## config.mk

```make
export PLATFORM = sky130hd
export DESIGN_NAME = adc_spi_sampler
export DESIGN_NICKNAME = d
export VERILOG_FILES = /design/src/rtl/adc_spi_sampler.sv
export SDC_FILE = /design/constraint.sdc
export NUM_CORES = 1
export LEC_CHECK = 0
export CAP_MARGIN = 20
export CORE_ASPECT_RATIO = 1.5
export CORE_MARGIN = 4
export CORE_UTILIZATION = 40
export CTS_CLUSTER_SIZE = 28
export DETAILED_ROUTE_END_ITERATION = 7
export GPL_TIMING_DRIVEN = 0
export MAX_ROUTING_LAYER = met4
export PLACE_DENSITY_LB_ADDON = 0.05
export SYNTH_ARGS = -nofsm -noshare
export SYNTH_HDL_FRONTEND = slang
export SYNTH_SLANG_ARGS = --single-unit
```

## constraint.sdc

```tcl
create_clock -name clk -period 1.8 [get_ports clk]
set_clock_uncertainty 0.1 [all_clocks]
set_input_delay 0.27 -clock clk [delete_from_list [all_inputs] [get_ports clk]]
set_output_delay 0.27 -clock clk [all_outputs]
set_load 0.02 [all_outputs]
```

## src/rtl/adc_spi_sampler.sv

```systemverilog
// Periodic SPI ADC sampler: one framed read per SAMPLE_PERIOD, presented as data_out + strobe_out.
// Optional ADC_SPI_SAMPLER_FRAME_CHECK_EN discards frames whose leading bits are not all zero.
module adc_spi_sampler #(
    parameter int unsigned DATA_OUT_LEN  = 10,
    parameter int unsigned CLK_DIV       = 2,
    parameter int unsigned SAMPLE_PERIOD = 100
) (
    input  logic                    clk,
    input  logic                    reset,
    input  logic                    enable,
    input  logic                    spi_miso,
    output logic                    spi_sclk,
    output logic                    spi_cs_n,
    output logic [DATA_OUT_LEN-1:0] data_out,
    output logic                    strobe_out
);

    localparam int unsigned FRAME_BITS = DATA_OUT_LEN + 6;
    localparam int unsigned TW = $clog2(SAMPLE_PERIOD);
    localparam int unsigned PW = $clog2(CLK_DIV + 1);
    localparam int unsigned BW = $clog2(FRAME_BITS);
`ifdef ADC_SPI_SAMPLER_FRAME_CHECK_EN
    localparam int unsigned SW = DATA_OUT_LEN + 3;
`else
    // Leading zeros simply fall off the top of a sample-wide register.
    localparam int unsigned SW = DATA_OUT_LEN;
`endif

    localparam logic [TW-1:0] TIMER_LAST   = TW'(SAMPLE_PERIOD - 1);
    localparam logic [PW-1:0] PHASE_LAST   = PW'(CLK_DIV - 1);
    localparam logic [BW-1:0] BIT_LAST     = BW'(FRAME_BITS - 1);
    localparam logic [BW-1:0] CAPTURE_LAST = BW'(FRAME_BITS - 4);

    typedef enum logic [2:0] {StIdle, StCsSetup, StShift, StCsHold, StDone} state_e;

    state_e                  state_q, state_d;
    logic [TW-1:0]           timer_q, timer_d;
    logic [PW-1:0]           phase_q, phase_d;
    logic [BW-1:0]           bit_q, bit_d;
    logic [SW-1:0]           shift_q, shift_d;
    logic [DATA_OUT_LEN-1:0] data_q, data_d;
    logic                    strobe_q, strobe_d;
    logic                    sclk_q, sclk_d;
    logic                    cs_n_q, cs_n_d;
    logic                    trigger;
    logic                    phase_end;
    logic                    frame_ok;

    assign trigger   = (timer_q == TIMER_LAST) && enable;
    assign phase_end = (phase_q == PHASE_LAST);
    assign timer_d   = (timer_q == TIMER_LAST) ? '0 : timer_q + TW'(1);

`ifdef ADC_SPI_SAMPLER_FRAME_CHECK_EN
    assign frame_ok = ~|shift_q[SW-1 -: 3];
`else
    assign frame_ok = 1'b1;
`endif

    always_comb begin
        state_d  = state_q;
        phase_d  = phase_q;
        bit_d    = bit_q;
        shift_d  = shift_q;
        data_d   = data_q;
        strobe_d = 1'b0;
        sclk_d   = sclk_q;
        cs_n_d   = cs_n_q;
        unique case (state_q)
            StIdle: begin
                if (trigger) begin
                    state_d = StCsSetup;
                    phase_d = '0;
                    cs_n_d  = 1'b0;
                    sclk_d  = 1'b1;
                end
            end
            StCsSetup: begin
                if (phase_end) begin
                    state_d = StShift;
                    phase_d = '0;
                    bit_d   = '0;
                    sclk_d  = 1'b0;
                end else begin
                    phase_d = phase_q + PW'(1);
                end
            end
            StShift: begin
                if (!phase_end) begin
                    phase_d = phase_q + PW'(1);
                end else if (!sclk_q) begin
                    // End of low phase: sample as spi_sclk rises; trailing bits are not kept.
                    phase_d = '0;
                    sclk_d  = 1'b1;
                    if (bit_q <= CAPTURE_LAST) begin
                        shift_d = {shift_q[SW-2:0], spi_miso};
                    end
                end else if (bit_q == BIT_LAST) begin
                    state_d = StCsHold;
                    phase_d = '0;
                end else begin
                    phase_d = '0;
                    bit_d   = bit_q + BW'(1);
                    sclk_d  = 1'b0;
                end
            end
            StCsHold: begin
                if (phase_end) begin
                    state_d = StDone;
                    phase_d = '0;
                    cs_n_d  = 1'b1;
                    if (frame_ok) begin
                        strobe_d = 1'b1;
                        data_d   = shift_q[DATA_OUT_LEN-1:0];
                    end
                end else begin
                    phase_d = phase_q + PW'(1);
                end
            end
            StDone: begin
                state_d = StIdle;
            end
            default: begin
                state_d = StIdle;
                cs_n_d  = 1'b1;
                sclk_d  = 1'b1;
            end
        endcase
    end

    always_ff @(posedge clk) begin
        if (reset) begin
            state_q  <= StIdle;
            timer_q  <= '0;
            phase_q  <= '0;
            bit_q    <= '0;
            shift_q  <= '0;
            data_q   <= '0;
            strobe_q <= 1'b0;
            sclk_q   <= 1'b1;
            cs_n_q   <= 1'b1;
        end else begin
            state_q  <= state_d;
            timer_q  <= timer_d;
            phase_q  <= phase_d;
            bit_q    <= bit_d;
            shift_q  <= shift_d;
            data_q   <= data_d;
            strobe_q <= strobe_d;
            sclk_q   <= sclk_d;
            cs_n_q   <= cs_n_d;
        end
    end

    assign spi_sclk   = sclk_q;
    assign spi_cs_n   = cs_n_q;
    assign data_out   = data_q;
    assign strobe_out = strobe_q;

endmodule

```

Word-level counts from Yosys, hierarchy flattened
Index checks and enable logic that the tools add are counted.
{"block": "op_classes", "n_eq_ne": 14, "mux": 25, "bitwise_logic": 4, "magnitude_cmp": 1, "n_reduce_logical": 16, "add_sub_neg": 3}
{"cell": "$mux 3", "count": 6}
{"cell": "$mux 4", "count": 4}
{"cell": "$ne 2x2->1 const B", "count": 7}
{"cell": "$pmux 3 s4", "count": 1}
{"cell": "$mux 1", "count": 8}
{"cell": "$pmux 4 s2", "count": 1}
{"cell": "$reduce_and 4->1", "count": 2}
{"cell": "$add 7x1->7 const B", "count": 1}
{"cell": "$eq 7x7->1 const B", "count": 1}
{"cell": "$eq 3x2->1 const B", "count": 2}
{"cell": "$reduce_and 6->1", "count": 1}
{"cell": "$reduce_or 2->1", "count": 3}
{"cell": "$reduce_or 3->1", "count": 2}
{"cell": "$reduce_and 5->1", "count": 1}
{"cell": "$add 4x1->4 const B", "count": 1}
{"cell": "$eq 4x4->1 const B", "count": 1}
{"cell": "$le 4x4->1 const B", "count": 1}
{"cell": "$mux 2", "count": 2}
{"cell": "$not 1->1", "count": 4}
{"cell": "$pmux 1 s4", "count": 1}
{"cell": "$pmux 2 s2", "count": 1}
{"cell": "$reduce_and 2->1", "count": 2}
{"cell": "$reduce_bool 2->1", "count": 2}
{"cell": "$eq 3x1->1 const B", "count": 1}
{"cell": "other kinds (7)", "count": 7}
{"block": "totals", "word_cells": 72, "out_inout_bits": 13, "regBits": 39}

Depth between registers and ports, before layout
Gate-level depths: netlist (run 1).
{"block": "depth", "word_depth": 5, "mapped_depth": 7}

Worst setup path after synthesis (run 1)
OpenSTA, ideal clock, no wires.
{"block": "synth_path", "kind": "register -> register", "from": "register state_q[0]", "to": "register bit_q[1]", "t_required_ps": 1613, "setup_slack_ps": -2, "stages_incl_launch_ff": 6, "period_less_slack_ps": 1802, "setup_time_ps": 87, "arrival_ps": 1615, "cell_sequence": "dfxtp_1 -> buf_6 -> or3b_4 -> or3b_1 -> or4_1 -> o31ai_1"}
{"block": "synth_between", "elab_chain_len": 3, "word_cells_on_any_way": 9, "classes_between": "eq/ne: 6; mux: 1; reduce/logical: 2"}
{"item": "from (decl)", "line_no": "36", "text": "state_e state_q, state_d;"}
{"item": "from (signal assigned)", "line_no": "132", "text": "state_q <= StIdle;"}
{"item": "from (signal assigned)", "line_no": "142", "text": "state_q <= state_d;"}
{"item": "$eq 3x2->1 or $eq 3x1->1 (tied branches)", "line_no": "68", "text": "unique case (state_q)"}
{"item": "$ne 2x2->1 (no source line) or $reduce_bool 2->1 (tied branches)"}
{"item": "$reduce_and 5->1 (no source line)"}
{"item": "to (signal assigned)", "line_no": "145", "text": "bit_q <= bit_d;"}
{"item": "to (decl)", "line_no": "39", "text": "logic [BW-1:0] bit_q, bit_d;"}
Several ways; a longest one is shown, not always the timed one.
A chain may end at the register's enable or synchronous reset.

Worst setup path after layout (run 1)
Same ends and word-level chain as after synthesis.

==> results of run 1 <==
cell type report:
cell class | instances | area, µm²
Clock buffer | 7 | 76.3
Timing Repair Buffer | 18 | 179
Multi-Input combinational cell | 119 | 851
Inverter | 5 | 18.8
Fill cell | 377 | 1930
Buffer | 9 | 50.0
Tap cell | 45 | 56.3
Sequential cell | 39 | 788
Clock inverter | 1 | 5.00
report_power, final:
part | internal (W) | total (W) | switching (W)
Sequential | 0.000867 | 0.000871 | 0.00000435
Combinational | 0.0000148 | 0.0000375 | 0.0000227
Clock | 0.000272 | 0.000555 | 0.000284
Total | 0.00115 | 0.00146 | 0.000311
state kept, by name (all words and copies together) (netlist names):
name,count
phase_q,2
strobe_out,1
spi_cs_n,1
bit_q,4
state_q,3
data_out,10
spi_sclk,1
timer_q,7
shift_q,10
cells in the final DEF, fill, tap and decap left out, types with 4 or more instances in the layout:
cell and n:
nand2_1 7, clkbuf_1 8, dfxtp_1 35, nand2b_1 6
mux2i_1 20, clkdlybuf4s50_1 14, nor2_1 29, o21ai_0 4
nor2b_1 4, nand3_1 4, clkbuf_8 5, a21oi_1 4
inv_1 5
synthesized netlist by cell type (all sizes together):
cell,instances,share of area
ha,3,0.023
o21ai,4,0.012
a31o,1,0.0053
o31a,2,0.011
o22ai,1,0.0038
mux2i,20,0.12
or2,1,0.0038
o31ai,2,0.0091
o32ai,1,0.0053
dfxtp,39,0.47
buf,3,0.016
nor2b,5,0.019
nor4,3,0.011
a21oi,4,0.012
nand3,4,0.012
nand4,1,0.0038
o21a,1,0.0046
or4,2,0.011
o21bai,1,0.0046
and3b,1,0.0053
nand2b,6,0.023
nor2,29,0.066
and4,1,0.0053
nand2,7,0.016
and3,2,0.0076
a211o,1,0.0053
a22o,1,0.0053
o41ai,1,0.0053
xnor2,3,0.016
nor3,3,0.0091
a311oi,2,0.011
clkbuf,8,0.018
nor4b,1,0.0053
or3b,2,0.012
xor2,3,0.016
inv,5,0.011
cells by family (layout without fill, tap and decap cells):
| logic type | after synthesis | count (layout) |
|---|---|---|
| muxes | 20 | 20 |
| and+or+nand+nor | 68 | 68 |
| adders and majority gates | 3 | 3 |
| buffers and inverters | 16 | 40 |
| AOI/OAI and AO/OA | 22 | 22 |
| DFF | 39 | 39 |
| xor gates and xnor gates | 6 | 6 |
metal layers:
| layer | part of all wire | wire length, µm | track usage | vias to the layer above |
|---|---|---|---|---|
| met3 | 0.035 | 118 | 0.0343 | 7 |
| met2 | 0.52 | 1750 | 0.247 | 23 |
| met1 | 0.42 | 1410 | 0.175 | 588 |
| met5 | 0 | 0 | - | - |
| met4 | 0.023 | 77 | 0.0592 | 0 |
| li1 | - | - | - | 646 |
worst paths after layout:
check / from / end / slack (ns) / cells after the start
max reg2reg: state_q[0]$_SDFFE_PP0P_ / bit_q[1]$_SDFFE_PP0P_ / -0.09 / 4
max: state_q[0]$_SDFFE_PP0P_ / bit_q[1]$_SDFFE_PP0P_ / -0.09 / 4
min: timer_q[0]$_SDFF_PP0_ / timer_q[0]$_SDFF_PP0_ / 0.34 / 1
min reg2reg: timer_q[0]$_SDFF_PP0_ / timer_q[0]$_SDFF_PP0_ / 0.34 / 1
timing repair:
action	in CTS	in global routing
endpoints found under the setup margin	21	26
pin swaps	4	2
resized for setup	16	7
setup buffers	2	0
cloned	1	0
hold buffers	0	0
worst reg2reg max path: stages (launching register included):
cell	delay (ns)
dfxtp_4	0.34
or3b_4	0.43
or3b_1	0.37
or4_1	0.49
o31ai_1	0.08
stage by stage:
stage          hold WS [ns]   util
6_report              0.342  0.511
5_1_grt               0.381  0.511
4_1_cts               0.345  0.505
3_5_place_dp          0.335  0.469
3_3_place_gp          0.323  0.469
2_1_floorplan         0.313      -
==> flow_metrics.py, run 1 <==
metrics = {
    "status": {
        "outcome": "finished, violations left",
        "violations": "setup timing",
    },
    "sta": {
        "setup_violations": 1,
        "hold_viol_final": 0,
        "fin_setup_tns_ns": -0.0942,
        "rsz0062_at_grt": "yes",
        "fin_ws_ns": -0.0942,
        "final.period_utilization": 1.05,
        "finalMaxSlewViolations": 0,
        "slew_headroom": 0.670,
        "fin_crit_ns": 1.89,
        "tightest_slew_ns": 0.496,
        "fmax_mhz": 528,
    },
    "critical_path": {
        "crit_path_start_kind": "register",
        "cp.required_ns": 1.90,
        "critPathBufInv": 0,
        "criticalPathCategory": "reg -> reg",
        "crit_family": "simple AND/OR/NAND/NOR gates",
        "cp_slowest_stage_delay_ns": 0.49,
        "crit_chain": "or3b_4 > or3b_1 > or4_1 > o31ai_1",
        "cp.arrival_ns": 2.00,
        "worstSetupEndpointType": "register",
        "cp_max_fo": 5,
        "slowest_stage": "or4_1",
    },
    "die": {
        "core-area_um2": 3960,
        "io_pins": 17,
        "fp.dieW_um": 60.4,
        "rows": 28,
        "die_h_um": 86.6,
        "start_util": 0.417,
        "dieArea_um2": 5240,
    },
    "synthesis": {
        "synth_fa_ha_area_frac": 0.0228,
        "synth_nets": 181,
        "synth.avg_cell_area_um2": 9.48,
        "seq_area_frac_synth": 0.473,
        "ys_types": 39,
        "synth-compound-area-share": 0.0941,
        "yosysWarnings": 0,
        "netlist_area_um2": 1650,
        "synth_xor_area_frac": 0.0319,
        "muxShareOfSynthArea": 0.121,
        "synthCells": 174,
        "synth_top_family_by_area": "simple AND/OR/NAND/NOR gates",
        "synth-simple-area-share": 0.211,
        "yosys_register_bits": 39,
    },
    "pwr": {
        "p_total_w": 0.00146,
        "ir_worst_vdd_mv": 0.688,
        "p_leak_nw": 0.687,
        "p_per_area_nw_per_um2": 723,
    },
    "clocking": {
        "h-tree-depth": 2,
        "cts.clk_slew.worst_paths_ns": 0.07,
        "numCtsBuffers": 5,
        "cts_tree": "yes",
        "cts_num_sinks": 39,
        "insertion_delay_ns": 0.28,
        "clockRootBuffer": "clkbuf_8",
        "clock_path_buffers": 2,
    },
    "global_routing": {
        "grt_pass1_wl_um": 5860,
        "grt_pass1_vias": 1333,
        "grt_max_degree": 12,
        "track_usage": 0.151,
        "grt-ovfl-total": 0,
        "antenna_found_initial": 0,
    },
    "routing": {
        "drtAntennaViolNets": 0,
        "viasPerCell": 5.20,
        "finalWirelength_um": 3350,
        "wl_per_cell_um": 13.8,
        "first_iter_violations": 48,
        "dr_total_vias": 1264,
        "drc": 0,
        "drtPass1Iterations": 5,
    },
    "place": {
        "post_dp_cell_area_um2": 1860,
        "dpl.cell_count": 234,
        "pre_cts_ws_ns": -0.143,
        "io_buffers": 15,
        "dp_hpwl_um": 2330,
        "place.gp.congestion": 0.844,
    },
    "final_layout": {
        "finalNonFillerCells": 243,
        "drive_gt1_frac": 0.136,
        "antenna_cells": 0,
        "fin_area_um2": 2020,
        "syn_to_final_growth_pct": 22.8,
        "fin_nets": 204,
    },
    "flow_run": {
        "cap_violations": 0,
    },
    "hold_path": {
        "hp-class": "reg -> reg",
    },
}
Note: power is estimated with default switching activity, not from simulation.
==> inputs of run 2 (changes only) <==
--- a/config.mk
+++ b/config.mk
@@ -6,7 +6,6 @@
 export NUM_CORES = 1
 export LEC_CHECK = 0
 export CAP_MARGIN = 20
-export CORE_ASPECT_RATIO = 1.5
 export CORE_MARGIN = 4
 export CORE_UTILIZATION = 40
 export CTS_CLUSTER_SIZE = 28
==> flow_metrics.py, run 2 (synthesized netlist as in run 1, its figures left out) <==
metrics = {
    "sta": {
        "rsz0062_at_grt": "yes",
        "fin_setup_tns_ns": -0.0497,
        "fin_ws_ns": -0.0497,
        "finalMaxSlewViolations": 0,
        "setup_violations": 1,
        "fin_crit_ns": 1.85,
        "slew_headroom": 0.672,
        "hold_viol_final": 0,
        "final.period_utilization": 1.03,
        "fmax_mhz": 541,
        "tightest_slew_ns": 0.492,
    },
    "global_routing": {
        "grt_pass1_vias": 1256,
        "antenna_found_initial": 0,
        "grt-ovfl-total": 0,
        "grt_pass1_wl_um": 5600,
        "track_usage": 0.141,
        "grt_max_degree": 13,
    },
    "critical_path": {
        "crit_start": "state_q[0]$_SDFFE_PP0P_",
        "critPathCapture": "bit_q[1]$_SDFFE_PP0P_",
        "cp.required_ns": 1.91,
        "crit_chain": "or3b_4 > or3b_1 > or4_4 > o31ai_2",
        "cp_max_fo": 4,
        "ff2ff_path_depth": 4,
        "worstSetupEndpointType": "register",
        "cp.arrival_ns": 1.96,
        "r2r-end": "bit_q[1]$_SDFFE_PP0P_",
        "r2r-start": "state_q[0]$_SDFFE_PP0P_",
        "criticalPathCategory": "reg -> reg",
        "slowest_stage": "or4_4",
        "cp_slowest_stage_delay_ns": 0.49,
        "r2r_setup_slack_ns": -0.05,
        "crit_path_start_kind": "register",
    },
    "clocking": {
        "cts.clk_slew.worst_paths_ns": 0.08,
        "cts_num_sinks": 39,
        "insertion_delay_ns": 0.29,
        "numCtsBuffers": 5,
        "h-tree-depth": 2,
        "clock_path_buffers": 2,
        "cts_tree": "yes",
        "holdBufCountCts": 0,
        "clockRootBuffer": "clkbuf_8",
    },
    "final_layout": {
        "fillers": 395,
        "seq_area_um2": 786,
        "multiInputGateArea_um2": 837,
        "final_util": 0.510,
        "antenna_cells": 0,
        "fin_nets": 205,
        "fin_area_um2": 2040,
        "syn_to_final_growth_pct": 23.7,
        "layout_commonest_cell": "dfxtp_1",
        "drive_gt1_frac": 0.131,
        "final_cell_mix": "37 x dfxtp_1, 29 x nor2_1, 20 x mux2i_1",
    },
    "status": {
        "violations": "setup timing",
        "outcome": "finished, violations left",
    },
    "hold_path": {
        "hp-class": "reg -> reg",
        "whs_path_depth": 1,
    },
    "die": {
        "start_util": 0.412,
        "core-area_um2": 4000,
        "dieArea_um2": 5210,
        "fp.dieW_um": 72.2,
        "io_pins": 17,
        "die_h_um": 72.2,
        "rows": 23,
    },
    "routing": {
        "dr_total_vias": 1296,
        "viasPerCell": 5.20,
        "finalWirelength_um": 3380,
        "drc": 0,
        "drtAntennaViolNets": 0,
        "drtPass1Iterations": 4,
        "first_iter_violations": 37,
        "wl_per_cell_um": 13.6,
    },
    "pwr": {
        "p_seq_frac": 0.569,
        "swShare": 0.219,
        "p_int_w": 0.00120,
        "p_per_area_nw_per_um2": 750,
        "p_sw_w": 0.000335,
        "p_leak_nw": 0.700,
        "ir_worst_vdd_mv": 0.537,
        "comb_power_share": 0.025,
        "pwr-share-clk": 0.406,
        "p_total_w": 0.00153,
    },
    "flow_run": {
        "cap_violations": 0,
    },
    "place": {
        "io_buffers": 15,
        "dp_hpwl_um": 2320,
        "place.gp.congestion": 0.843,
        "post_dp_cell_area_um2": 1860,
        "pre_cts_ws_ns": -0.148,
    },
}
run 2: metal layers:
metal  track usage  wire [µm]  vias to the layer above
met2         0.236       1680                       13
met3        0.0457         99                        5
met4        0.0376         35                        0
met1         0.163       1570                      627
met5             -          0                        -
li1              -          -                      651
run 2: worst min-delay path by stage:
| stage | startpoint | to |
|---|---|---|
| 4_1_cts | timer_q[0]$_SDFF_PP0_ | timer_q[0]$_SDFF_PP0_ |
| 5_1_grt | timer_q[0]$_SDFF_PP0_ | timer_q[0]$_SDFF_PP0_ |
| 3_3_place_gp | timer_q[0]$_SDFF_PP0_ | timer_q[0]$_SDFF_PP0_ |
| 2_1_floorplan | timer_q[0]$_SDFF_PP0_ | timer_q[0]$_SDFF_PP0_ |
| 3_5_place_dp | timer_q[0]$_SDFF_PP0_ | timer_q[0]$_SDFF_PP0_ |
| 6_report | timer_q[0]$_SDFF_PP0_ | timer_q[0]$_SDFF_PP0_ |
run 2: area by class of cell:
cell class                 count  share of cell area
buffer                         9              0.0245
inverter                       5             0.00920
tap                           50              0.0307
clock inverter                 1             0.00429
clock buffer                   7              0.0423
timing repair buffer          19              0.0933
multi-input combinational    119               0.410
sequential                    39               0.385
run 2: metrics by stage:
step                instances  hold slack, ns
finish                    249           0.351
global route              249           0.383
CTS                       250           0.351
detailed placement        239           0.340
global placement          239           0.326
floorplan                 174           0.313
run 2: worst max-delay path: cells and delay by family (launching register included):
kind               cells  cell delay, ns
AOI/OAI and AO/OA      1            0.07
DFF                    1            0.34
and+or+nand+nor        3            1.27
run 2: power groups by stage:
stage	registers (W)	logic, W	clock network, W
global route	0.000872	0.0000424	0.000668
CTS	0.000870	0.0000388	0.000638
global placement	0.000892	0.0000373	0
finish	0.000870	0.0000378	0.000621
detailed placement	0.000892	0.0000384	0
floorplan	0.000891	0.0000253	0
run 2: repair_timing:
action                     4_1_cts  5_1_grt
setup endpoints to repair       22       22
cloned                           1        0
pin swaps                        4        3
setup buffers                    3        0
gates resized for setup         15        6
